--- config.mk ---
export PLATFORM = sky130hd
export DESIGN_NAME = display7_scan_mux
export DESIGN_NICKNAME = d
export VERILOG_FILES = /design/src/rtl/display7_pkg.sv /design/src/rtl/display7_glyph.sv /design/src/rtl/display7_scan_mux.sv
export SDC_FILE = /design/constraint.sdc
export NUM_CORES = 1
export LEC_CHECK = 0
export ABC_CLOCK_PERIOD_IN_PS = 2800
export BUFFER_PORTS_ARGS = -buffer_cell sky130_fd_sc_hd__buf_2
export CAP_MARGIN = 5
export CORE_MARGIN = 5
export CORE_UTILIZATION = 40
export DETAILED_ROUTE_END_ITERATION = 8
export GPL_ROUTABILITY_DRIVEN = 0
export GPL_TIMING_DRIVEN = 0
export PLACE_DENSITY = 0.56
export SYNTH_ARGS = -nofsm -noshare
export SYNTH_HDL_FRONTEND = slang
export SYNTH_HIERARCHICAL = 1
export SYNTH_SLANG_ARGS = --single-unit
--- constraint.sdc ---
create_clock -name clk -period 2.8 [get_ports clk]
set_clock_uncertainty 0.05 [all_clocks]
set_input_delay 0.56 -clock clk [delete_from_list [all_inputs] [get_ports clk]]
set_output_delay 0.56 -clock clk [all_outputs]
set_load 0.05 [all_outputs]
--- src/rtl/display7_pkg.sv ---
// Shared types and glyph table for the multiplexed 7-segment display driver.
// Segment vectors are active-low, bit6 = a ... bit0 = g.
package display7_pkg;

  typedef logic [6:0] seg_t;

  localparam seg_t SEG_BLANK = 7'h7F;

  localparam seg_t GLYPH_0 = 7'h01;
  localparam seg_t GLYPH_1 = 7'h4F;
  localparam seg_t GLYPH_2 = 7'h12;
  localparam seg_t GLYPH_3 = 7'h06;
  localparam seg_t GLYPH_4 = 7'h4C;
  localparam seg_t GLYPH_5 = 7'h24;
  localparam seg_t GLYPH_6 = 7'h20;
  localparam seg_t GLYPH_7 = 7'h0F;
  localparam seg_t GLYPH_8 = 7'h00;
  localparam seg_t GLYPH_9 = 7'h0C;
  localparam seg_t GLYPH_A = 7'h08;
  localparam seg_t GLYPH_B = 7'h60;
  localparam seg_t GLYPH_C = 7'h31;
  localparam seg_t GLYPH_D = 7'h42;
  localparam seg_t GLYPH_E = 7'h30;
  localparam seg_t GLYPH_F = 7'h38;

  // Nibbles 10-15 only have a glyph in hex mode; in decimal mode they go dark.
  function automatic seg_t glyph(input logic [3:0] nibble, input logic hex_mode);
    seg_t seg;
    seg = SEG_BLANK;
    case (nibble)
      4'h0:    seg = GLYPH_0;
      4'h1:    seg = GLYPH_1;
      4'h2:    seg = GLYPH_2;
      4'h3:    seg = GLYPH_3;
      4'h4:    seg = GLYPH_4;
      4'h5:    seg = GLYPH_5;
      4'h6:    seg = GLYPH_6;
      4'h7:    seg = GLYPH_7;
      4'h8:    seg = GLYPH_8;
      4'h9:    seg = GLYPH_9;
      4'hA:    seg = hex_mode ? GLYPH_A : SEG_BLANK;
      4'hB:    seg = hex_mode ? GLYPH_B : SEG_BLANK;
      4'hC:    seg = hex_mode ? GLYPH_C : SEG_BLANK;
      4'hD:    seg = hex_mode ? GLYPH_D : SEG_BLANK;
      4'hE:    seg = hex_mode ? GLYPH_E : SEG_BLANK;
      default: seg = hex_mode ? GLYPH_F : SEG_BLANK;
    endcase
    return seg;
  endfunction

endpackage

--- src/rtl/display7_glyph.sv ---
// Combinational nibble-to-segment decoder; one instance sits on the scanned nibble.
module display7_glyph
  import display7_pkg::*;
(
  input  logic [3:0] nibble,
  input  logic       hex_mode,
  output seg_t       segments
);

  assign segments = glyph(nibble, hex_mode);

endmodule

--- src/rtl/display7_scan_mux.sv ---
// Scanned driver for N common-anode 7-segment digits with dead time and frame-aligned value swap.
// Optional `define LEADING_ZERO_BLANK_EN blanks digits above the most-significant nonzero nibble.
module display7_scan_mux
  import display7_pkg::*;
#(
  parameter int N_DIGITS    = 4,
  parameter int SCAN_DIV    = 50000,
  parameter int DEAD_CYCLES = 500
) (
  input  logic                  clk,
  input  logic                  rst,
  input  logic [4*N_DIGITS-1:0] data,
  input  logic                  load,
  input  logic                  hex_mode,
  input  logic [N_DIGITS-1:0]   dp_mask,
  output seg_t                  segments,
  output logic                  dp,
  output logic [N_DIGITS-1:0]   anodes,
  output logic                  frame_done
);

  localparam int CNT_W = $clog2(SCAN_DIV);
  localparam int IDX_W = (N_DIGITS > 1) ? $clog2(N_DIGITS) : 1;

  localparam logic [CNT_W-1:0] SLOT_LAST = CNT_W'(SCAN_DIV - 1);
  localparam logic [CNT_W-1:0] DEAD_END  = CNT_W'(DEAD_CYCLES);
  localparam logic [IDX_W-1:0] IDX_LAST  = IDX_W'(N_DIGITS - 1);

  logic [CNT_W-1:0]      slot_cnt;
  logic [IDX_W-1:0]      idx;
  logic [4*N_DIGITS-1:0] pending;
  logic [4*N_DIGITS-1:0] active;
  logic [N_DIGITS-1:0]   pending_dp;
  logic [N_DIGITS-1:0]   active_dp;
  logic                  pending_valid;

  logic                  slot_wrap;
  logic                  frame_wrap;
  logic                  in_dead;
  logic [3:0]            cur_nibble;
  logic                  cur_dp;
  logic [N_DIGITS-1:0]   anode_sel;
  logic                  blank;
  seg_t                  glyph_seg;

  assign slot_wrap  = (slot_cnt == SLOT_LAST);
  assign frame_wrap = slot_wrap && (idx == IDX_LAST);
  assign in_dead    = (slot_cnt < DEAD_END);

  // Scan position: slot counter inside a digit, digit index across the frame.
  always_ff @(posedge clk) begin
    if (rst) begin
      slot_cnt <= '0;
      idx      <= '0;
    end else begin
      // NOTE: sequential state uses non-blocking assignments so every register
      // samples the pre-edge values regardless of statement order.
      slot_cnt <= slot_wrap ? '0 : slot_cnt + 1'b1;
      if (slot_wrap) begin
        idx <= (idx == IDX_LAST) ? '0 : idx + 1'b1;
      end
    end
  end

  // Double-buffered value: loads land in pending, the frame wrap promotes them.
  // A load on the wrap cycle stays pending; the swap takes the old pending value.
  always_ff @(posedge clk) begin
    if (rst) begin
      pending       <= '0;
      pending_dp    <= '0;
      pending_valid <= 1'b0;
      active        <= '0;
      active_dp     <= '0;
    end else begin
      if (frame_wrap && pending_valid) begin
        active    <= pending;
        active_dp <= pending_dp;
      end
      if (load) begin
        pending       <= data;
        pending_dp    <= dp_mask;
        pending_valid <= 1'b1;
      end else if (frame_wrap) begin
        pending_valid <= 1'b0;
      end
    end
  end

  always_comb begin
    // NOTE: every always_comb output gets a default first so no path leaves it
    // unassigned, which would otherwise infer a latch.
    cur_nibble = '0;
    cur_dp     = 1'b0;
    anode_sel  = '1;
    for (int i = 0; i < N_DIGITS; i++) begin
      if (idx == IDX_W'(i)) begin
        cur_nibble   = active[4*i +: 4];
        cur_dp       = active_dp[i];
        anode_sel[i] = 1'b0;
      end
    end
  end

`ifdef LEADING_ZERO_BLANK_EN
  logic upper_zero;

  // Blank when this digit and every digit above it are zero, unless it carries a dp.
  always_comb begin
    upper_zero = 1'b1;
    for (int i = 0; i < N_DIGITS; i++) begin
      if ((IDX_W'(i) >= idx) && (active[4*i +: 4] != 4'h0)) begin
        upper_zero = 1'b0;
      end
    end
    blank = (idx != '0) && !cur_dp && upper_zero;
  end
`else
  assign blank = 1'b0;
`endif

  display7_glyph u_glyph (
    .nibble   (cur_nibble),
    .hex_mode (hex_mode),
    .segments (glyph_seg)
  );

  // Registered pin drivers; glyphs follow the scan position by one cycle.
  always_ff @(posedge clk) begin
    if (rst) begin
      segments   <= SEG_BLANK;
      dp         <= 1'b1;
      anodes     <= '1;
      frame_done <= 1'b0;
    end else begin
      frame_done <= frame_wrap;
      if (in_dead) begin
        segments <= SEG_BLANK;
        dp       <= 1'b1;
        anodes   <= '1;
      end else if (blank) begin
        segments <= SEG_BLANK;
        dp       <= 1'b1;
        anodes   <= anode_sel;
      end else begin
        segments <= glyph_seg;
        dp       <= ~cur_dp;
        anodes   <= anode_sel;
      end
    end
  end

endmodule

==> results.txt <==
Outcome = completed
Gr ovfl total = 0
Distinct cells, synth = 52
Hpwl dp = 4870 µm
Internal = 1.74 mW
H-tree depth = 3
Commonest non-fill, non-tap cells in the layout = dfxtp_1, mux2i_1, nor2_1
Die Y = 103 µm
Peak VDD IR = 0.000326 V
First-pass GRT wire length = 11100 µm
TritonCTS Buffers = 9
Switching Share = 0.204
Maximum clock path buffer count = 2
GR Layer Usage met1 = 0.186
Area contributors post-synth = dfxtp_1, mux2i_1, or2b_1
Via/cell ratio = 4.73
Critical Path RT = 2970 ps
Max Slew Vio Count = 0
Total core area = 0.00859 mm²
Number of global-route vias before repair = 2306
Number of routed nets with antenna violations = 0
Seq/Total Area, Yosys = 0.416
Switching Power = 446 µW
Clock Sink Count = 72
Mapped Avg Cell Area = 9.64 µm²
Fill cell count = 838
Clock group share of total power = 0.472
Synth Net Count = 388
Final Util = 0.468
WL per Instance = 13.1 µm
Yosys reg bits = 72
Critical Path End Type = register
Tightest Pin Transition = 742 ps
WL final = 6780 µm
Row count = 34
Drt initial violations = 76
Post-Place Cell Area = 0.00377 mm²
Met3 Usage GRT = 0.0413
CP Max Fanout = 10
I/O Buffers = 35
Pleak = 1.50 nW
Post-synth EDFFs = 0
Post-Synthesis Cells = 359
Initial antenna violation count = 0
CTS clk-pin slew, worst paths = 80 ps
Synth warn = 6
Initial Utilization = 0.403
Comb pwr share = 0.044
Final Critical Period = 2540 ps
Hold crit path type = input pin to register
CTS tree = done
Largest net degree at the start of global routing = 13
Layout cells sized above 1 = 0.190
Die Width = 103 µm
Minimum hold slack = 392 ps
Final instance area = 0.00403 mm²
Slew HR = 0.505
CTS Root Cell = clkbuf_8
Total track usage = 0.134
WP data arrival = 2700 ps
Final number of hold-violating endpoints = 0
Ys flop type = dfxtp_1
Worst skew pair latency = 350 ps
Setup Viol. Count Final = 0
Cts hold-fix bufs = 0
Most used routing layer = met2
Post-synth top area cell = dfxtp_1
Grt met2 use = 0.202
Final Net Count = 434
Startpoint types = register
# IOs = 37
Reg power frac = 0.484
Synthesis-to-finish area growth = 16.3%
Commonest non-fill, non-tap cell in the layout = dfxtp_1
Synth top area share = 0.416
RSZ-0062 raised after global routing = false
Pre-antenna DRT Iters = 4
WS Path Type = register to register
Vias = 2450
Max_cap viols = 0
Setup_tns = 0 ps
Post-synth ARST share = 0
DRC = 0
Tcrit/Tclk final = 0.905
Post-Syn Area = 0.00346 mm²
ANT cells = 0
FMAX = 394 MHz
Full die area = 0.0106 mm²
Power Density = 542 mW/mm²
## flip-flops by register name (all words and copies together), names as in the netlist
| signal | cells |
|---|---|
| pending_valid | 1 |
| slot_cnt | 16 |
| pending_dp | 4 |
| active_dp | 4 |
| segments | 7 |
| dp | 1 |
| frame_done | 1 |
| pending | 16 |
| idx | 2 |
| anodes | 4 |
| active | 16 |
## per-layer routing
layer  wire length (µm)  vias up
met5                  0        -
met4                 61        0
met3                287        5
met2               2970       31
met1               3460     1116
li1                   -     1298
## cells in the mapped netlist, drive strengths merged, types with 2 or more instances
| cell | number |
|---|---|
| buf | 14 |
| a21oi | 16 |
| clkbuf | 13 |
| and3 | 2 |
| dfxtp | 72 |
| nand4 | 8 |
| xor2 | 12 |
| ha | 5 |
| nand2b | 9 |
| xnor2 | 2 |
| nor2 | 43 |
| nor4 | 3 |
| and4 | 4 |
| nor2b | 3 |
| o211ai | 2 |
| nand2 | 23 |
| nand3b | 5 |
| o21ai | 8 |
| inv | 7 |
| nand3 | 4 |
| or2b | 40 |
| mux2i | 44 |
| o221ai | 2 |
| a22oi | 2 |
## final timing paths
check	startpoint	end	slack, ps	cells after the start
max	idx[1]	segments[3]	260	11
max reg2reg	idx[1]	segments[3]	260	11
min reg2reg	slot_cnt[0]	slot_cnt[0]	410	1
min	data[0]	pending[0]	390	3
## power groups by stage
stage                     registers, mW  logic [mW]  clock network [mW]
after floorplan                    1.08      0.0647                   0
after global placement             1.08      0.0956                   0
after global routing               1.06       0.109                1.11
after CTS                          1.06      0.0984                1.06
final                              1.06      0.0956                1.03
after detailed placement           1.08      0.0981                   0
## worst max-delay path: stages (launching register included)
cell	delay (ps)
dfxtp_1	380
inv_1	80
ha_1	200
clkbuf_1	210
nand3b_1	210
a21oi_1	150
a21oi_1	50
o21ai_0	310
clkbuf_4	290
mux2i_1	230
o221ai_2	110
nand2b_1	140
## per-stage QoR
| stage | setup WS, ps | std cells | power (mW) |
|---|---|---|---|
| after floorplan | 483 | 359 | 1.14 |
| after global placement | 74.0 | 502 | 1.18 |
| final | 265 | 518 | 2.18 |
| after CTS | 120 | 518 | 2.22 |
| after detailed placement | 38.3 | 502 | 1.18 |
| after global routing | 8.23 | 518 | 2.28 |
## cells by family after synthesis
group                    synth area share
AO/OA/AOI/OAI                      0.0777
XOR/XNOR                           0.0354
adder cells (fa/ha/maj)            0.0181
buffers and inverters              0.0611
flip-flops                          0.416
multiplexers                        0.127
AND/OR/NAND/NOR                     0.264
## cell type report
cell class              instances  area, µm²  area share
flip-flops and latches         72       1440       0.358
plain buffers                  27        185      0.0460
clock buffers                  12        155      0.0385
clock inverters                 4       98.8      0.0246
inverters                       7       26.3     0.00653
repair buffers                 35        175      0.0435
multi-input cells             253       1810       0.449
well taps                     108        135      0.0336
## timing repair
item	in CTS	in global routing
setup endpoints to repair	3	5
buffers inserted	0	0
gates resized for setup	1	1
hold endpoints to repair	0	0
(Power assumes the default switching activity.)
